File: src/rtl/muldiv_pkg.sv
// Shared types and constants for the multi-cycle multiply/divide sequencer.
package muldiv_pkg;

  localparam int MULDIV_DEFAULT_WIDTH = 16;
  localparam int CNT_WIDTH            = 5;

  typedef enum logic [1:0] {
    IDLE = 2'd0,
    RUN  = 2'd1,
    DONE = 2'd2
  } state_t;

endpackage

File: src/rtl/muldiv_step.sv
// One combinational iteration: shift-add multiply step or restoring-divide step.
module muldiv_step #(
  parameter int WIDTH = 16
) (
  input  logic             op_div,
  input  logic [WIDTH-1:0] acc,
  input  logic [WIDTH-1:0] q,
  input  logic [WIDTH-1:0] b,
  output logic [WIDTH-1:0] acc_next,
  output logic [WIDTH-1:0] q_next
);

  logic [WIDTH:0] sum;
  logic [WIDTH:0] rem_sh;
  logic [WIDTH:0] diff;

  // NOTE: every output gets a default before the branches so no latch is inferred.
  always_comb begin
    sum      = {1'b0, acc} + (q[0] ? {1'b0, b} : '0);
    rem_sh   = {acc, q[WIDTH-1]};
    diff     = rem_sh - {1'b0, b};
    acc_next = sum[WIDTH:1];
    q_next   = {sum[0], q[WIDTH-1:1]};
    if (op_div) begin
      // Remainder stays below the divisor, so the top bit of diff is a true sign.
      q_next = {q[WIDTH-2:0], ~diff[WIDTH]};
      acc_next = diff[WIDTH] ? rem_sh[WIDTH-1:0] : diff[WIDTH-1:0];
    end
  end

endmodule

File: src/rtl/muldiv_sequencer.sv
// Multi-cycle multiply/divide sequencer with pipeline stall and HI/LO result pair.
// Optional signed support is enabled by defining MULDIV_SIGNED_EN.
module muldiv_sequencer
  import muldiv_pkg::*;
#(
  parameter int WIDTH = MULDIV_DEFAULT_WIDTH
) (
  input  logic             clock,
  input  logic             reset,
  input  logic             start,
  input  logic             op_div,
  input  logic             op_signed,
  input  logic [WIDTH-1:0] operand_a,
  input  logic [WIDTH-1:0] operand_b,
  output logic             stall,
  output logic             ready,
  output logic [WIDTH-1:0] hi,
  output logic [WIDTH-1:0] lo,
  output logic             div_zero
);

  localparam logic [CNT_WIDTH-1:0] LAST_STEP = CNT_WIDTH'(WIDTH - 1);

  state_t                 state, state_next;
  logic [CNT_WIDTH-1:0]   cnt;
  logic [WIDTH-1:0]       acc, q, b_r, a_r;
  logic                   op_div_r;
  logic [WIDTH-1:0]       acc_step, q_step;
  logic [WIDTH-1:0]       mag_a, mag_b;
  logic [WIDTH-1:0]       res_hi, res_lo;
  logic                   last_step;

`ifdef MULDIV_SIGNED_EN
  logic                   sgn_a, sgn_b, neg_a, neg_b;
  logic [2*WIDTH-1:0]     prod;

  assign sgn_a = op_signed & operand_a[WIDTH-1];
  assign sgn_b = op_signed & operand_b[WIDTH-1];
  assign mag_a = sgn_a ? -operand_a : operand_a;
  assign mag_b = sgn_b ? -operand_b : operand_b;
`else
  logic                   unused_signed;

  assign unused_signed = op_signed;
  assign mag_a = operand_a;
  assign mag_b = operand_b;
`endif

  assign last_step = (state == RUN) && (cnt == LAST_STEP);

  muldiv_step #(.WIDTH(WIDTH)) u_step (
    .op_div   (op_div_r),
    .acc      (acc),
    .q        (q),
    .b        (b_r),
    .acc_next (acc_step),
    .q_next   (q_step)
  );

  always_comb begin
    res_hi = acc_step;
    res_lo = q_step;
`ifdef MULDIV_SIGNED_EN
    prod = {acc_step, q_step};
    if (!op_div_r && (neg_a ^ neg_b)) {res_hi, res_lo} = -prod;
    if (op_div_r && (neg_a ^ neg_b)) res_lo = -q_step;
    if (op_div_r && neg_a) res_hi = -acc_step;
`endif
    if (op_div_r && (b_r == '0)) begin
      res_lo = '1;
      res_hi = a_r;
    end
  end

  always_ff @(posedge clock or posedge reset) begin
    if (reset) state <= IDLE;
    else       state <= state_next;
  end

  always_comb begin
    state_next = state;
    stall      = 1'b0;
    case (state)
      IDLE: if (start) begin
        state_next = RUN;
        stall      = 1'b1;
      end
      RUN: begin
        stall = 1'b1;
        if (cnt == LAST_STEP) state_next = DONE;
      end
      default: state_next = IDLE;
    endcase
    if (reset) stall = 1'b0;
  end

  // NOTE: registers use non-blocking assignments so every flop samples pre-edge values.
  always_ff @(posedge clock or posedge reset) begin
    if (reset) begin
      cnt      <= '0;
      acc      <= '0;
      q        <= '0;
      b_r      <= '0;
      a_r      <= '0;
      op_div_r <= 1'b0;
      hi       <= '0;
      lo       <= '0;
      div_zero <= 1'b0;
      ready    <= 1'b0;
`ifdef MULDIV_SIGNED_EN
      neg_a    <= 1'b0;
      neg_b    <= 1'b0;
`endif
    end else begin
      ready <= 1'b0;
      if (state == IDLE && start) begin
        cnt      <= '0;
        acc      <= '0;
        q        <= op_div ? mag_a : mag_b;
        b_r      <= op_div ? mag_b : mag_a;
        a_r      <= operand_a;
        op_div_r <= op_div;
`ifdef MULDIV_SIGNED_EN
        neg_a    <= sgn_a;
        neg_b    <= sgn_b;
`endif
      end else if (state == RUN) begin
        acc <= acc_step;
        q   <= q_step;
        cnt <= cnt + 1'b1;
        if (last_step) begin
          cnt      <= '0;
          hi       <= res_hi;
          lo       <= res_lo;
          div_zero <= op_div_r && (b_r == '0);
          ready    <= 1'b1;
        end
      end
    end
  end

endmodule

File: config.mk
export PLATFORM = sky130hd
export DESIGN_NAME = muldiv_sequencer
export DESIGN_NICKNAME = d
export VERILOG_FILES = /design/src/rtl/muldiv_pkg.sv /design/src/rtl/muldiv_step.sv /design/src/rtl/muldiv_sequencer.sv
export SDC_FILE = /design/constraint.sdc
export NUM_CORES = 1
export LEC_CHECK = 0
export ABC_AREA = 0
export CAP_MARGIN = 20
export CORE_MARGIN = 2
export CORE_UTILIZATION = 62
export CTS_CLUSTER_SIZE = 25
export DETAILED_ROUTE_END_ITERATION = 8
export PLACE_DENSITY_LB_ADDON = 0.15
export SYNTH_ARGS = -nofsm -noshare
export SYNTH_HDL_FRONTEND = slang
export SYNTH_SLANG_ARGS = --single-unit
File: constraint.sdc
create_clock -name clock -period 6.95 [get_ports clock]
set_input_delay 1.0425 -clock clock [delete_from_list [all_inputs] [get_ports clock]]
set_output_delay 1.0425 -clock clock [all_outputs]
set_load 0.02 [all_outputs]
* Yosys cells after proc, flatten, opt, wreduce, memory -nomap -nowiden
Index checks and enable logic that the tools add are counted.
** Storage, ports and cells
- Register bits :: 106
- Input port bits :: 37
- Output and inout bits :: 35
** Cells by class
- $add $sub $neg :: 3
- Eq/ne operators :: 4
- Mux-type cells :: 24
- Bitwise operators :: 2
- Reduce and logical (&&, ||, !) cells :: 8
** Operator list (count)
- $mux W16 :: 12
- $add A16 B17 Y17 :: 1
- $sub A17 B16 Y17 :: 1
- $logic_not A16 Y1 :: 1
- $mux W5 :: 3
- $add A5 B1 Y5 const B :: 1
- $eq A5 B4 Y1 const B :: 1
- $mux W1 :: 5
- $mux W2 :: 2
- $pmux W2 S2 :: 1
- $logic_and A1 B1 Y1 :: 3
- $reduce_and A3 Y1 :: 1
- $eq A2 B1 Y1 const B :: 1
- $logic_not A2 Y1 :: 1
- $ne A2 B1 Y1 const B :: 1
- $ne A2 B2 Y1 const B :: 1
- $not A1 Y1 :: 2
- $pmux W1 S2 :: 1
- $reduce_and A2 Y1 :: 1
- $reduce_bool A2 Y1 :: 1

* Depth between registers and ports, before layout
Gate-level depths: netlist (run 1).
- Depth after elaboration :: 5
- Gate-level depth with buffers :: 14
- Depth with buffers taken out :: 12

* Cells and area by module
A second synthesis (run 1) with hierarchy kept.
** Second synthesis, totals
- Cell total of the unflattened synthesis :: 746
- Area total of the unflattened synthesis :: 6880.3 µm²
** Modules (own cells, without submodules)
- muldiv_sequencer :: times used 1, cells an instance 441, area an instance 4700.8 µm², seq. area each 2652.5 µm²
- muldiv_step :: times used 1, cells an instance 305, area an instance 2179.6 µm², seq. area each 0.0 µm²

* Worst setup path after synthesis (run 1)
Ideal clock, no wire load.
- Path type :: input to output
- From :: in start
- To :: out stall
- Arrival :: 1.902 ns
- Required time :: 5.907 ns
- Setup slack :: 4.006 ns
- Cell stages on the path :: 4
- Path buffers :: 2
- Cell sequence :: o21bai_1 clkbuf_1 buf_1 nor2_1
** Between the ends
- Longest elaborated chain between the ends :: 3
** RTL lines
- from (decl) :: line muldiv_sequencer.sv:10 : input logic start,
- $mux W1 :: line muldiv_sequencer.sv:84 : IDLE: if (start) begin
- $pmux W1 S2 :: line muldiv_sequencer.sv:83 : case (state)
- $mux W1 :: line muldiv_sequencer.sv:94 : if (reset) stall = 1'b0;
- to (decl) :: line muldiv_sequencer.sv:15 : output logic stall,
No other way between the ends.

* Worst setup path after layout (run 1)
- From :: reg q[15]
- To :: reg hi[2]
** Between the ends
- Longest elaborated chain between the ends :: 4
** RTL lines
- from (decl) :: line muldiv_sequencer.sv:26 : logic [WIDTH-1:0] acc, q, b_r, a_r;
- from (signal assigned) :: line muldiv_sequencer.sv:119 : q <= op_div ? mag_a : mag_b;
- from (signal assigned) :: line muldiv_sequencer.sv:129 : q <= q_step;
- $sub A17 B16 Y17 :: line muldiv_step.sv:21 : diff = rem_sh - {1'b0, b};
- $mux W16 :: line muldiv_step.sv:27 : acc_next = diff[WIDTH] ? rem_sh[WIDTH-1:0] : diff[WIDTH-1:0];
- $mux W16 :: line muldiv_step.sv:24 : if (op_div) begin
- $mux W16 :: line muldiv_sequencer.sv:69 : if (op_div_r && (b_r == '0)) begin
- to (signal assigned) :: line muldiv_sequencer.sv:133 : hi <= res_hi;
- to (decl) :: line muldiv_sequencer.sv:17 : output logic [WIDTH-1:0] hi,
No other way between the ends.
A chain may end at the register's enable or synchronous reset.

==> impl_metrics.toml, run 1 <==
[clocking]
cts_hold_buffers = 0
post_cts_buffers = 0
clk_pin_slew_worst_paths_ns = 0.11
cts_tree = "built"
clock_latency_ns = 0.37
htree_levels = 3
clockBufferDepth = 2
cts_inserted_buffers = 9
cts_resized = 0
cts.sink_count = 106
cts_root_buffer = "clkbuf_8"

[die]
dieArea_mm2 = 0.0116
die_h_um = 108
dieWidth_um = 108
coreArea_mm2 = 0.0104
num_rows = 37
io_pins = 72
initial_utilization_pct = 64.2

[critical_path]
rrSetupSlack_ns = 3.02
max_stage_delay_ns = 0.69
worst-path-max-fanout = 24
path_depth = 12
required_ns = 7.22
worstReg2RegEnd = "hi[2]$_DFFE_PP0P_"
worstSetupPathType = "flip-flop to flip-flop"
critical_path_arrival_ns = 4.20
endpoint = "hi[2]$_DFFE_PP0P_"
endpoint_kind = "flip-flop"
start_kind = "flip-flop"
crit_chain = "inv_1 > ha_1 > inv_1 > fa_1 > a211oi_1 > nor2_1 > o211a_4 > o211ai_4 > mux2_2 > a21oi_1 > o21ai_0 > mux2_2"
slowest_stage = "o211ai_4"
path_buf_inv = 2
cpLargestDelayFamily = "compound AO/OA/AOI/OAI gates"
reg2reg_from = "q[15]$_DFFE_PP0N_"
critical_path.startpoint = "q[15]$_DFFE_PP0N_"
reg2regPathDepth = 12

[logic_synthesis]
ys_ff_latch = 106
synth_edf_count = 0
syn_nets = 811
synth_cell_types = 62
ys_seq_area_share_pct = 39.8
ys.warnings.count = 0
synth_area_per_cell_um2 = 9.01
async_flop_share_pct = 100
synth-main-ff-cell = "dfrtp_1"
syn-instance-count = 739
netlist_area_mm2 = 0.00666

[grt]
grt_use_total_pct = 31.0
antenna_found_initial = 0
grt_max_degree = 62
grt_first_pass_wirelength_um = 28400
grt_pass1_vias = 5881
grt-ovfl-total = 0

[power]
switchingPower_uw = 2060
p_clk_share_pct = 9.2
switching_share_pct = 47.2
power_frac_comb_pct = 62.5
internal_power_uw = 2310
irDropWorstVdd_mv = 0.347
p_leak_uw = 0.00345
power_density_mw_per_mm2 = 574
p_seq_share_pct = 28.3

[route]
post-route-drc-count = 0
ant_nets = 0
dr.pass1.iters = 7
viasPerCell = 6.32
vias = 5855
wirelength_um = 17200
drt_iter0_drc = 470
wl_per_cell_um = 18.5

[job]
maxCapViolCount = 0

[layout]
area_growth_pct = 14.5
post-route-cell-area_mm2 = 0.00762
antenna_cells = 0
fin_nets = 858
drive_above_1_share_pct = 5.56

[hold_path]
min_path_type = "flip-flop to flip-flop"
holdPathStages = 2

[sta]
hold_violations = 0
max_slew_margin_pct = 28.2
drv_slew = 0
tightestPinTransition_ns = 1.08
setup-tns-final_ns = 0
post-route-period-util_pct = 56.6
fmax_mhz = 254
skew_ns = 0.0137
rsz0062_at_grt = "no"
setup_violations = 0
fin_crit_ns = 3.93

[placed_design]
portBuffers = 70
dp_hpwl_um = 12300
gp_congestion = 0.967
place_area_mm2 = 0.00739

[status]
outcome = "complete, no violations"
[cells in the final DEF, fill, tap and decap left out, types with 3 or more instances in the layout]
cell and instances:
a211oi_1 9, a21o_1 5, a21oi_1 35, a221oi_1 4, a22o_1 7, a31o_2 3
a31oi_1 21, and2_1 18, and3_1 4, buf_4 7, clkbuf_8 9, clkdlybuf4s50_1 69
dfrtp_1 105, ha_1 33, inv_1 23, inv_6 3, mux2_2 6, mux2i_1 64
nand2_1 126, nand3_1 6, nor2_1 53, nor2b_1 8, nor3_1 10, o21a_1 10
o21ai_0 56, o21bai_1 5, o221ai_1 17, o31ai_1 5, or3_1 4, xnor2_1 12
xor2_1 8
[cells in the mapped netlist (3+ instances only)]
| master | n | area share (%) |
|---|---|---|
| a211oi_1 | 9 | 1.0 |
| a21o_1 | 5 | 0.56 |
| a21oi_1 | 35 | 2.6 |
| a221oi_1 | 4 | 0.53 |
| a22o_1 | 7 | 0.92 |
| a31o_2 | 3 | 0.39 |
| a31oi_1 | 21 | 2.0 |
| and2_1 | 18 | 1.7 |
| and3_1 | 4 | 0.38 |
| buf_1 | 3 | 0.17 |
| buf_2 | 3 | 0.23 |
| clkbuf_1 | 33 | 1.9 |
| dfrtp_1 | 106 | 40 |
| ha_1 | 33 | 6.2 |
| inv_1 | 24 | 1.4 |
| mux2_2 | 6 | 1.0 |
| mux2i_1 | 64 | 9.6 |
| nand2_1 | 127 | 7.2 |
| nand3_1 | 6 | 0.45 |
| nor2_1 | 53 | 3.0 |
| nor2b_1 | 8 | 0.75 |
| nor3_1 | 10 | 0.75 |
| o21a_1 | 10 | 1.1 |
| o21ai_0 | 56 | 4.2 |
| o21bai_1 | 6 | 0.68 |
| o221ai_1 | 17 | 2.2 |
| o31ai_1 | 5 | 0.56 |
| or3_1 | 4 | 0.38 |
| xnor2_1 | 12 | 1.6 |
| xor2_1 | 8 | 1.1 |
[cells by family (layout without fill, tap and decap cells)]
group	count (synthesis)	in the layout	synth area share [%]
muxes	70	70	10.6
and+or+nand+nor	244	244	16.2
adders and majority gates	35	35	6.80
xor gates and xnor gates	20	20	2.63
DFF	106	106	39.8
AOI/OAI and AO/OA	197	197	19.7
buffers and inverters	67	119	4.25
[per-stage QoR]
stage | cells | total power [uW] | utilization (%) | hold slack [ns] | setup WS [ns]
finish | 927 | 4370 | 73.5 | 0.487 | 3.02
global placement | 909 | 3820 | 71.3 | 0.458 | 3.11
CTS | 925 | 4350 | 73.3 | 0.487 | 3.02
global route | 927 | 4710 | 73.5 | 0.515 | 2.82
floorplan | 739 | 3210 | - | 0.440 | 3.12
detailed placement | 909 | 3940 | 71.3 | 0.462 | 3.05
[cell type report]
cell class | instances | area (um^2)
well taps | 136 | 170
fillers | 791 | 2750
clock inverters | 7 | 85.1
clock buffers | 9 | 124
inverters | 25 | 96.3
repair buffers | 78 | 763
flip-flops and latches | 106 | 2650
multi-input cells | 566 | 3730
[worst min path at each step]
stage,to,start
2_1_floorplan,a_r[11]$_DFFE_PP0P_,a_r[11]$_DFFE_PP0P_
3_3_place_gp,a_r[11]$_DFFE_PP0P_,a_r[11]$_DFFE_PP0P_
3_5_place_dp,a_r[15]$_DFFE_PP0P_,a_r[15]$_DFFE_PP0P_
4_1_cts,a_r[15]$_DFFE_PP0P_,a_r[15]$_DFFE_PP0P_
5_1_grt,div_zero$_DFFE_PP0P_,div_zero$_DFFE_PP0P_
6_report,a_r[15]$_DFFE_PP0P_,a_r[15]$_DFFE_PP0P_
[power by group through the flow]
stage | Combinational, uW | Sequential [uW] | Clock [uW]
3_3_place_gp | 2600 | 1220 | 0
6_report | 2730 | 1240 | 403
4_1_cts | 2720 | 1220 | 405
3_5_place_dp | 2710 | 1230 | 0
2_1_floorplan | 2000 | 1200 | 0
5_1_grt | 3020 | 1270 | 429
[metal layers]
layer  vias to the layer above  track usage (%)  routed length [um]
met1                      2836             40.4                7090
met3                        54             4.78                1030
met5                         -                0                   0
li1                       2736                -                   -
met4                         0             14.5                 621
met2                       229             51.0                8410
[worst min-delay path, cell delays in order (launching register included)]
cell     delay [ns]
dfrtp_1        0.36
nand2_1        0.05
nand2_1        0.06
[sequential cells by signal, indices dropped and copies added (netlist names)]
signal and count:
cnt 5, state 2, lo 16, ready 1, op_div_r 1, acc 16
a_r 16, hi 16, b_r 16, q 16, div_zero 1
(Power assumes the default switching activity.)
==> run 2, diff against run 1 <==
CORE_UTILIZATION = 52   (was 62)
clock period = 3.5 ns   (was 6.95 ns; I/O delays follow)
==> run 2 against run 1 <==
Routed wire length grew 4.1%. Critical endpoint is now hi[8]$_DFFE_PP0P_. Register-to-register slack worse by 2.8 ns. Clock-buffer cell count did not move. Core utilization fell by 11 points. Sequential cell count stayed put. Combinational power is 110% higher. Final cell count increased by 5.2%. Largest power group unchanged. Die area grew 18%.
==> impl_metrics.toml, run 2 (same netlist as run 1, synthesis figures left out) <==
[route]
vias = 5742
post-route-drc-count = 0
drt_iter0_drc = 484
dr.pass1.iters = 5
ant_nets = 0
viasPerCell = 5.89
wirelength_um = 17900
wl_per_cell_um = 18.3

[grt]
antenna_found_initial = 0
grt_max_degree = 50
grt_first_pass_wirelength_um = 28300
grt-ovfl-total = 0
grt_use_total_pct = 27.0
grt_pass1_vias = 5595

[sta]
fin_crit_ns = 3.30
drv_slew = 0
fmax_mhz = 303
skew_ns = 0.0127
tightestPinTransition_ns = 0.961
max_slew_margin_pct = 35.9
fin_hold_ws_ns = 0.477
setup_violations = 0
setup-tns-final_ns = 0
hold_violations = 0
post-route-period-util_pct = 94.3
rsz0062_at_grt = "no"

[die]
initial_utilization_pct = 53.0
coreArea_mm2 = 0.0126
die_h_um = 117
io_pins = 72
num_rows = 41
dieWidth_um = 117
dieArea_mm2 = 0.0137

[layout]
final_common_cell = "nand2_1"
antenna_cells = 0
layout_common_cells = "nand2_1, dfrtp_1, clkdlybuf4s50_1"
drive_above_1_share_pct = 7.10
area_growth_pct = 18.4
nFillCells = 1074
fin_nets = 870

[job]
maxCapViolCount = 0

[power]
irDropWorstVdd_mv = 0.564
p_leak_uw = 0.00356
power_density_mw_per_mm2 = 1150
total_power_uw = 9100

[hold_path]
min_path_type = "flip-flop to flip-flop"

[placed_design]
dp_hpwl_um = 13100
gp_congestion = 0.927
portBuffers = 70

[critical_path]
endpoint_kind = "flip-flop"
required_ns = 3.77
worstSetupPathType = "flip-flop to flip-flop"
critical_path_arrival_ns = 3.57
worst-path-max-fanout = 5
start_kind = "flip-flop"

[clocking]
clk_pin_slew_worst_paths_ns = 0.07
clock_latency_ns = 0.36
cts_inserted_buffers = 9
cts.sink_count = 106
cts_tree = "built"
clockBufferDepth = 2
htree_levels = 3
cts_root_buffer = "clkbuf_16"
cts_hold_buffers = 0

[status]
outcome = "complete, no violations"
[run 2: cell type report]
class,instances,area (um^2),area share [%]
multi-input cells,567,3750,47.6
flip-flops and latches,106,2650,33.6
repair buffers,89,863,11.0
clock buffers,9,225,2.86
well taps,172,215,2.73
inverters,25,96.3,1.22
clock inverters,7,76.3,0.968
[run 2: what timing repair did]
item | CTS | global route
endpoints found under the hold margin | 0 | 0
setup endpoints to repair | 0 | 16
resized for setup | 0 | 2
buffers inserted | 0 | 2
[run 2: critical path, cell delays in order (launching register included)]
cell and delay [ns]:
dfrtp_1 0.40, inv_1 0.15, ha_1 0.20, inv_1 0.06, fa_1 0.45, a211oi_2 0.27, nor2_1 0.15, buf_4 0.17
o2111ai_2 0.29, o211ai_2 0.21, buf_4 0.19, mux2i_1 0.10, mux2i_1 0.27, mux2i_1 0.13, o21ai_0 0.17
[run 2: power by group]
part	internal [uW]	switching, uW	leakage, uW
registers	1820	504	0.00132
logic	2560	3180	0.00210
clock network	560	479	0.000142
[run 2: path summary, 6_finish.rpt]
| path | startpoint | end | slack, ns | cells after the start |
|---|---|---|---|---|
| min in group asynchronous | reset | hi[0]$_DFFE_PP0P_ | 0.65 | 2 |
| min reg2reg | a_r[13]$_DFFE_PP0P_ | a_r[13]$_DFFE_PP0P_ | 0.48 | 2 |
| max in group asynchronous | reset | b_r[6]$_DFFE_PP0P_ | 2.22 | 3 |
| max | q[15]$_DFFE_PP0N_ | hi[8]$_DFFE_PP0P_ | 0.20 | 14 |
| min | a_r[13]$_DFFE_PP0P_ | a_r[13]$_DFFE_PP0P_ | 0.48 | 2 |
| max reg2reg | q[15]$_DFFE_PP0N_ | hi[8]$_DFFE_PP0P_ | 0.20 | 14 |
[run 2: metrics by stage]
stage               worst slack (ns)  std cells  instance area, um^2  utilization, %
global placement               0.159        956                 7540            60.0
CTS                           0.0437        972                 7850            62.4
detailed placement            0.0515        956                 7540            60.0
finish                         0.201        975                 7880            62.7
global route                  0.0516        975                 7880            62.7
floorplan                      0.186        739                 6660               -
[run 2: metal layers]
metal	up-vias	wire [um]	global-route usage, %
li1	2766	-	-
met3	32	815	6.08
met2	151	8750	44.7
met4	0	373	7.61
met5	-	0	0
met1	2793	7920	35.6
